[src/rtl/netwalk_pkg.sv]
// Shared constants and types for the NetWalk one-hot encoder.
// The default output width is 6, which gives a 64-bit one-hot input.
package netwalk_pkg;

   localparam int NETWALK_ENC_OUT_WIDTH = 6;
   localparam int NETWALK_ENC_IN_WIDTH  = 1 << NETWALK_ENC_OUT_WIDTH;

   typedef logic [NETWALK_ENC_OUT_WIDTH-1:0] netwalk_enc_idx_t;

endpackage : netwalk_pkg

[src/rtl/netwalk_prio_enc.sv]
// Combinational lowest-index-first priority encoder.
// Built as a log2 tree of pairwise merges. Level 0 has one node per input
// bit. Each node at level l covers 2^l input bits and knows two things: the
// offset of its lowest set bit inside that span, and whether any bit is set.
// When two children merge, the low child wins if it has any bit set.
// Otherwise the high child's offset is used, with bit (l-1) added.
// An all-zero span always reports offset 0, so an all-zero input gives idx 0.
module netwalk_prio_enc
   import netwalk_pkg::*;
#(
   parameter int OUT_W = NETWALK_ENC_OUT_WIDTH,
   parameter int IN_W  = 1 << OUT_W
) (
   input  logic [IN_W-1:0]  in_i,
   output logic [OUT_W-1:0] idx_o,
   output logic             any_o
);

   for (genvar l = 0; l <= OUT_W; l++) begin : g_lvl
      localparam int NODES = 1 << (OUT_W - l);

      logic [OUT_W-1:0] idx [NODES];
      logic [NODES-1:0] any;

      if (l == 0) begin : g_leaf
         for (genvar j = 0; j < NODES; j++) begin : g_node
            assign any[j] = in_i[j];
            assign idx[j] = '0;
         end
      end else begin : g_merge
         for (genvar j = 0; j < NODES; j++) begin : g_node
            logic [OUT_W-1:0] hi_idx;

            // Offset of the high child, moved into this node's span.
            // Bit (l-1) is only set when the high child has a bit set.
            always_comb begin
               hi_idx      = g_lvl[l-1].idx[2*j+1];
               hi_idx[l-1] = g_lvl[l-1].any[2*j+1];
            end

            assign any[j] = g_lvl[l-1].any[2*j] | g_lvl[l-1].any[2*j+1];
            assign idx[j] = g_lvl[l-1].any[2*j] ? g_lvl[l-1].idx[2*j] : hi_idx;
         end
      end
   end

   assign idx_o = g_lvl[OUT_W].idx[0];
   assign any_o = g_lvl[OUT_W].any[0];

endmodule : netwalk_prio_enc

[src/rtl/netwalk_encoder.sv]
// One-hot to binary encoder with registered index and valid outputs.
// Latency is one cycle. If more than one bit is set, the lowest set bit wins.
// Optional macro NETWALK_ENCODER_ENABLE_EN adds the encoder_enable load-enable
// input. Without it, the output registers load on every rising edge.
module netwalk_encoder
   import netwalk_pkg::*;
#(
   parameter int ENCODER_OUT_WIDTH = NETWALK_ENC_OUT_WIDTH,
   parameter int ENCODER_IN_WIDTH  = 1 << ENCODER_OUT_WIDTH
) (
   input  logic                         clk,
   input  logic                         reset,
`ifdef NETWALK_ENCODER_ENABLE_EN
   input  logic                         encoder_enable,
`endif
   input  logic [ENCODER_IN_WIDTH-1:0]  encoder_in,
   output logic [ENCODER_OUT_WIDTH-1:0] encoder_out,
   output logic                         encoder_valid
);

   logic [ENCODER_OUT_WIDTH-1:0] enc_idx;
   logic                         enc_any;

   logic [ENCODER_OUT_WIDTH-1:0] out_q, out_d;
   logic                         valid_q, valid_d;

   netwalk_prio_enc #(
      .OUT_W (ENCODER_OUT_WIDTH),
      .IN_W  (ENCODER_IN_WIDTH)
   ) u_prio_enc (
      .in_i  (encoder_in),
      .idx_o (enc_idx),
      .any_o (enc_any)
   );

   // Next state for the output registers: load the new result, or hold it
   // while the load enable is low.
   always_comb begin
      // NOTE: default to the current value first, so every path assigns
      // out_d and valid_d and no latch is inferred.
      out_d   = out_q;
      valid_d = valid_q;
`ifdef NETWALK_ENCODER_ENABLE_EN
      if (encoder_enable) begin
         out_d   = enc_idx;
         valid_d = enc_any;
      end
`else
      out_d   = enc_idx;
      valid_d = enc_any;
`endif
   end

   // Output registers. Reset is asynchronous and clears both outputs at once.
   always_ff @(posedge clk or posedge reset) begin
      // NOTE: non-blocking assignments keep every register sampling
      // pre-edge values, so simulation matches the synthesized flops.
      if (reset) begin
         out_q   <= '0;
         valid_q <= 1'b0;
      end else begin
         out_q   <= out_d;
         valid_q <= valid_d;
      end
   end

   assign encoder_out   = out_q;
   assign encoder_valid = valid_q;

endmodule : netwalk_encoder

[config.mk]
export PLATFORM = sky130hd
export DESIGN_NAME = netwalk_encoder
export DESIGN_NICKNAME = d
export VERILOG_FILES = /design/src/rtl/netwalk_pkg.sv /design/src/rtl/netwalk_prio_enc.sv /design/src/rtl/netwalk_encoder.sv
export SDC_FILE = /design/constraint.sdc
export NUM_CORES = 1
export LEC_CHECK = 0
export ABC_AREA = 1
export CORE_UTILIZATION = 40
export CTS_CLUSTER_SIZE = 14
export DETAILED_ROUTE_END_ITERATION = 10
export PLACE_DENSITY_LB_ADDON = 0.08
export SLEW_MARGIN = 20
export SYNTH_ARGS = -nofsm -noshare
export SYNTH_HDL_FRONTEND = slang
export SYNTH_SLANG_ARGS = --single-unit
[constraint.sdc]
create_clock -name clk -period 0.8 [get_ports clk]
set_input_delay 0.08 -clock clk [delete_from_list [all_inputs] [get_ports clk]]
set_output_delay 0.08 -clock clk [all_outputs]
set_load 0.1 [all_outputs]
* Word-level counts from Yosys, hierarchy flattened *
Cells that the tools add are included.
Widths: inputs -> output; s select.

operators by class
  mux-type cells = 63
  bitwise logic cells = 63

operator list
  operator    count
  $mux 6      16
  $or 1x1->1  63
  $mux 5      8
  $mux 1      32
  $mux 4      4
  $mux 3      2
  $mux 2      1

word-level totals
  output and inout port bits = 7
  register bits after elaboration = 7
  logic and storage cells = 128
  input port bits = 66

* Longest topological paths before layout *
  depth in word-level cells = 6
  gate-level depth with buffers = 10
  depth with buffers taken out = 10

* Hierarchy *
From an unflattened synthesis, not the netlist that was laid out.

second synthesis, totals
  cell total of the unflattened synthesis = 216
  area total of the unflattened synthesis = 1168.6 um^2

by module, submodules not included
  module            instances  area an instance (um^2)  cells an instance  sequential area each (um^2)
  netwalk_prio_enc  1          989.7                    208                0.0
  netwalk_encoder   1          178.9                    8                  175.2

* Worst setup path before layout *
No wires, ideal clock.

  path type = register -> output
  start point = register out_q[0], in the netlist encoder_out[0]
  end point = output encoder_out[0]
  setup slack = -0.163 ns
  data required time = 0.720 ns
  arrival = 0.883 ns
  stages on the path, launching flop included = 1
  path buffers = 0
  cell sequence = dfrtp_1

RTL lines
  item                    line                   text
  from (decl)             netwalk_encoder.sv:24  logic [ENCODER_OUT_WIDTH-1:0] out_q, out_d;
  from (signal assigned)  netwalk_encoder.sv:62  out_q <= out_d;
  to (decl)               netwalk_encoder.sv:17  output logic [ENCODER_OUT_WIDTH-1:0] encoder_out,

No word-level cell between the ends.

* Final worst setup path *
  start point = input encoder_in[63]
  end point = register out_q[3], in the netlist encoder_out[3]

on the way
  longest elaborated chain between the ends = 6

ends and longest elaborated chain
  item                     line                    text
  from (decl)              netwalk_encoder.sv:16   input logic [ENCODER_IN_WIDTH-1:0] encoder_in,
  $or 1x1->1 (3 in a row)  netwalk_prio_enc.sv:41  assign any[j] = g_lvl[l-1].any[2*j] | g_lvl[l-1].any[2*j+1];
  $mux 4                   netwalk_prio_enc.sv:42  assign idx[j] = g_lvl[l-1].any[2*j] ? g_lvl[l-1].idx[2*j] : hi_idx;
  $mux 5                   netwalk_prio_enc.sv:42
  $mux 6                   netwalk_prio_enc.sv:42
  named net enc_idx[3]     netwalk_encoder.sv:21   logic [ENCODER_OUT_WIDTH-1:0] enc_idx;

The timed path passes the listed nets, and every way through them passes these cells.

==> impl_metrics.toml <==
[critical_path]
path_depth = 7
cp-endpoint = "encoder_out[3]$_DFF_PP0_"
path_max_fanout = 3
cp.required_ns = 0.95
arrival_ns = 1.19
worst_path_most_repeated_cell = "nand2_1"
crit_path_top_delay_cell = "o31ai_2"
startpoint_type = "input port"
cp_top_family = "simple AND/OR/NAND/NOR gates"
cp-end-kind = "flop"
slowest_delay_ns = 0.31
crit_start = "encoder_in[63]"
worstSetupPathType = "in2reg"
path_cells = "clkdlybuf4s15_2 > nor2_4 > nand2_2 > o31ai_2 > nand2_1 > nand3_2 > nand2_1"
path_buf_inv = 1

[sta]
slew_headroom_pct = 73.48
rsz0062_at_grt = "yes"
worstMarginPinSlew_ns = 0.3942
fin_crit_sh_pct = 130.1
fmax_mhz = 960.5
slew_violations = 0
setup_viol = 14
finalHoldViolCount = 0
finalCriticalPeriod_ns = 1.041
final.setup.worst_slack_ns = -0.2412

[routing]
vias = 2392
drc = 0
drt_iter0_drc = 264
wl_per_cell_um = 20.37
met2_length_um = 3653
top_layer_used = "met4"
dr.pass1.iters = 9
wl_met1_um = 2335
wl_met3_um = 908
wl_um = 7719
via_per_inst = 6.311
ant_nets = 0

[clocking]
clockBufferDepth = 2
htree_num_levels = 1
cts.sinks = 7
cts_tree = "done"
cts_made_buffers = 3
cts.clk_slew.worst_paths_ns = 0.07
ctsHoldBuffers = 0
clockRootBuffer = "clkbuf_4"

[die]
io_pins = 73
die_area_mm2 = 0.003113
coreArea_mm2 = 0.002758
die_w_um = 55.79
die_h_um = 55.79
initial_core_util_pct = 41.97
rows = 19

[synthesis]
yosysUniqueCellTypes = 24
syn_area_per_cell_um2 = 5.285
yosysSeqAreaShare_pct = 15.14
syn-cell-area_mm2 = 0.001157
ys_warn_count = 0
ys_seq_elements = 7
syn_nets = 285
synth_cells = 219

[final_layout]
drive_gt1_share_pct = 61.49
layout.nets = 415
area_growth_pct = 126.6
final_area_mm2 = 0.002623
final_cells = 379
num-fill-cells = 78
n_antenna_cell = 0

[global_route]
grt_antenna_before_repair = 0
grt_pass1_wl_um = 8355
grt_start_max_net_pins = 8
overflow = 0
grt_usage_pct = 33.30
grt_pass1_vias = 2023

[place]
place_area_mm2 = 0.002318
dp_hpwl_um = 3208
dp_worst_setup_slack_ns = -0.7587
gp_congestion = 0.8150
placed_cells = 350
io_buffer_count = 72

[power]
p_sw_mw = 0.7663
clkPwrFrac_pct = 20.3
p_int_mw = 1.049
peakVddDrop_mv = 0.6682
pwr-share-comb_pct = 59.3
seq_power_share_pct = 20.4
cellLeakagePower_nw = 1.372
cellPowerDensity_mw_per_mm2 = 692.2
sw_frac_of_total_pct = 42.21

[outcome]
violations = "setup timing"
status = "complete, but fails checks"

[worst_hold_path]
hold_path_class = "in2async"

[job]
drv_cap = 0
==> stage by stage <==
stage / power, mW / TNS, ns / utilization (%) / hold slack [ns]
2_1_floorplan: 0.6819 / -0.3555 / - / -0.1165
3_3_place_gp: 1.214 / -4.776 / 84.07 / 0.3264
3_5_place_dp: 1.237 / -5.048 / 84.07 / 0.3346
4_1_cts: 1.574 / -0.7969 / 89.34 / 0.06847
5_1_grt: 1.883 / -2.914 / 95.10 / 0.1038
6_report: 1.815 / -2.091 / 95.10 / 0.09375
==> timing repair <==
item,CTS,global route
pin swaps,74,27
gates cloned,0,0
gates resized for setup,309,44
endpoints found under the hold margin,0,0
buffers inserted,20,5
setup endpoints to repair,14,14
==> worst min path at each step <==
stage,startpoint,slack [ns],endpoint
final,reset,0.09,encoder_out[1]$_DFF_PP0_
after global routing,reset,0.10,encoder_out[4]$_DFF_PP0_
after CTS,reset,0.07,encoder_out[4]$_DFF_PP0_
after detailed placement,reset,0.33,encoder_out[4]$_DFF_PP0_
after global placement,reset,0.33,encoder_out[4]$_DFF_PP0_
after floorplan,reset,-0.12,encoder_out[0]$_DFF_PP0_
==> layer usage <==
| layer | track usage, % | vias to the layer above |
|---|---|---|
| met3 | 5.814 | 112 |
| met1 | 36.42 | 1040 |
| met4 | 11.43 | 0 |
| li1 | - | 951 |
| met2 | 63.68 | 289 |
| met5 | 0 | - |
==> cells by family (layout without fill, tap and decap cells) <==
| logic type | after synthesis | count (layout) | share of synthesized area [%] |
|---|---|---|---|
| AOI/OAI and AO/OA | 41 | 41 | 19.35 |
| DFF | 7 | 7 | 15.14 |
| and+or+nand+nor | 132 | 132 | 52.87 |
| buffers and inverters | 39 | 168 | 12.65 |
==> cells in the mapped netlist, drive strengths merged <==
master  number  area (um^2)
a21boi       1        7.510
a21oi       16        80.08
a31oi        1        6.260
and2         1        6.260
clkinv       1        3.750
dfrtp        7        175.2
inv         38        142.6
nand2       55        226.5
nand3       11        60.06
nand3b       1        7.510
nand4        2        12.51
nor2        54        259.0
nor3         8        40.04
o21ai       17        85.08
o21bai       5        37.54
o31ai        1        7.510
==> flip-flops by register name, indices dropped and copies added, names as in the netlist <==
register       flops
encoder_out        6
encoder_valid      1
==> cell usage in the layout, fill, tap and decap left out, drive strengths merged, types with 2 or more instances in the layout <==
master | netlist | routed
clkbuf | 0 | 5
o21bai | 5 | 5
nor2 | 54 | 54
nand2 | 55 | 55
a21oi | 16 | 16
buf | 0 | 117
nand4 | 2 | 2
dfrtp | 7 | 7
o21ai | 17 | 17
inv | 38 | 38
nand3 | 11 | 11
clkdlybuf4s15 | 0 | 6
nor3 | 8 | 8
==> power by group through the flow <==
stage	logic, mW	clock network [mW]	registers, mW
2_1_floorplan	0.250	0	0.432
3_3_place_gp	0.837	0	0.377
3_5_place_dp	0.859	0	0.377
4_1_cts	0.883	0.319	0.371
5_1_grt	1.12	0.396	0.370
6_report	1.08	0.369	0.370
==> area by class of cell <==
cell class | count | area (um^2) | area share (%)
Multi-Input combinational cell | 173 | 1156 | 44.08
Timing Repair Buffer | 125 | 1042 | 39.74
Sequential cell | 7 | 183.9 | 7.013
Inverter | 39 | 175.2 | 6.679
Clock buffer | 4 | 26.28 | 1.002
Tap cell | 31 | 38.79 | 1.479
No activity file was read; power rests on OpenSTA's default activity.
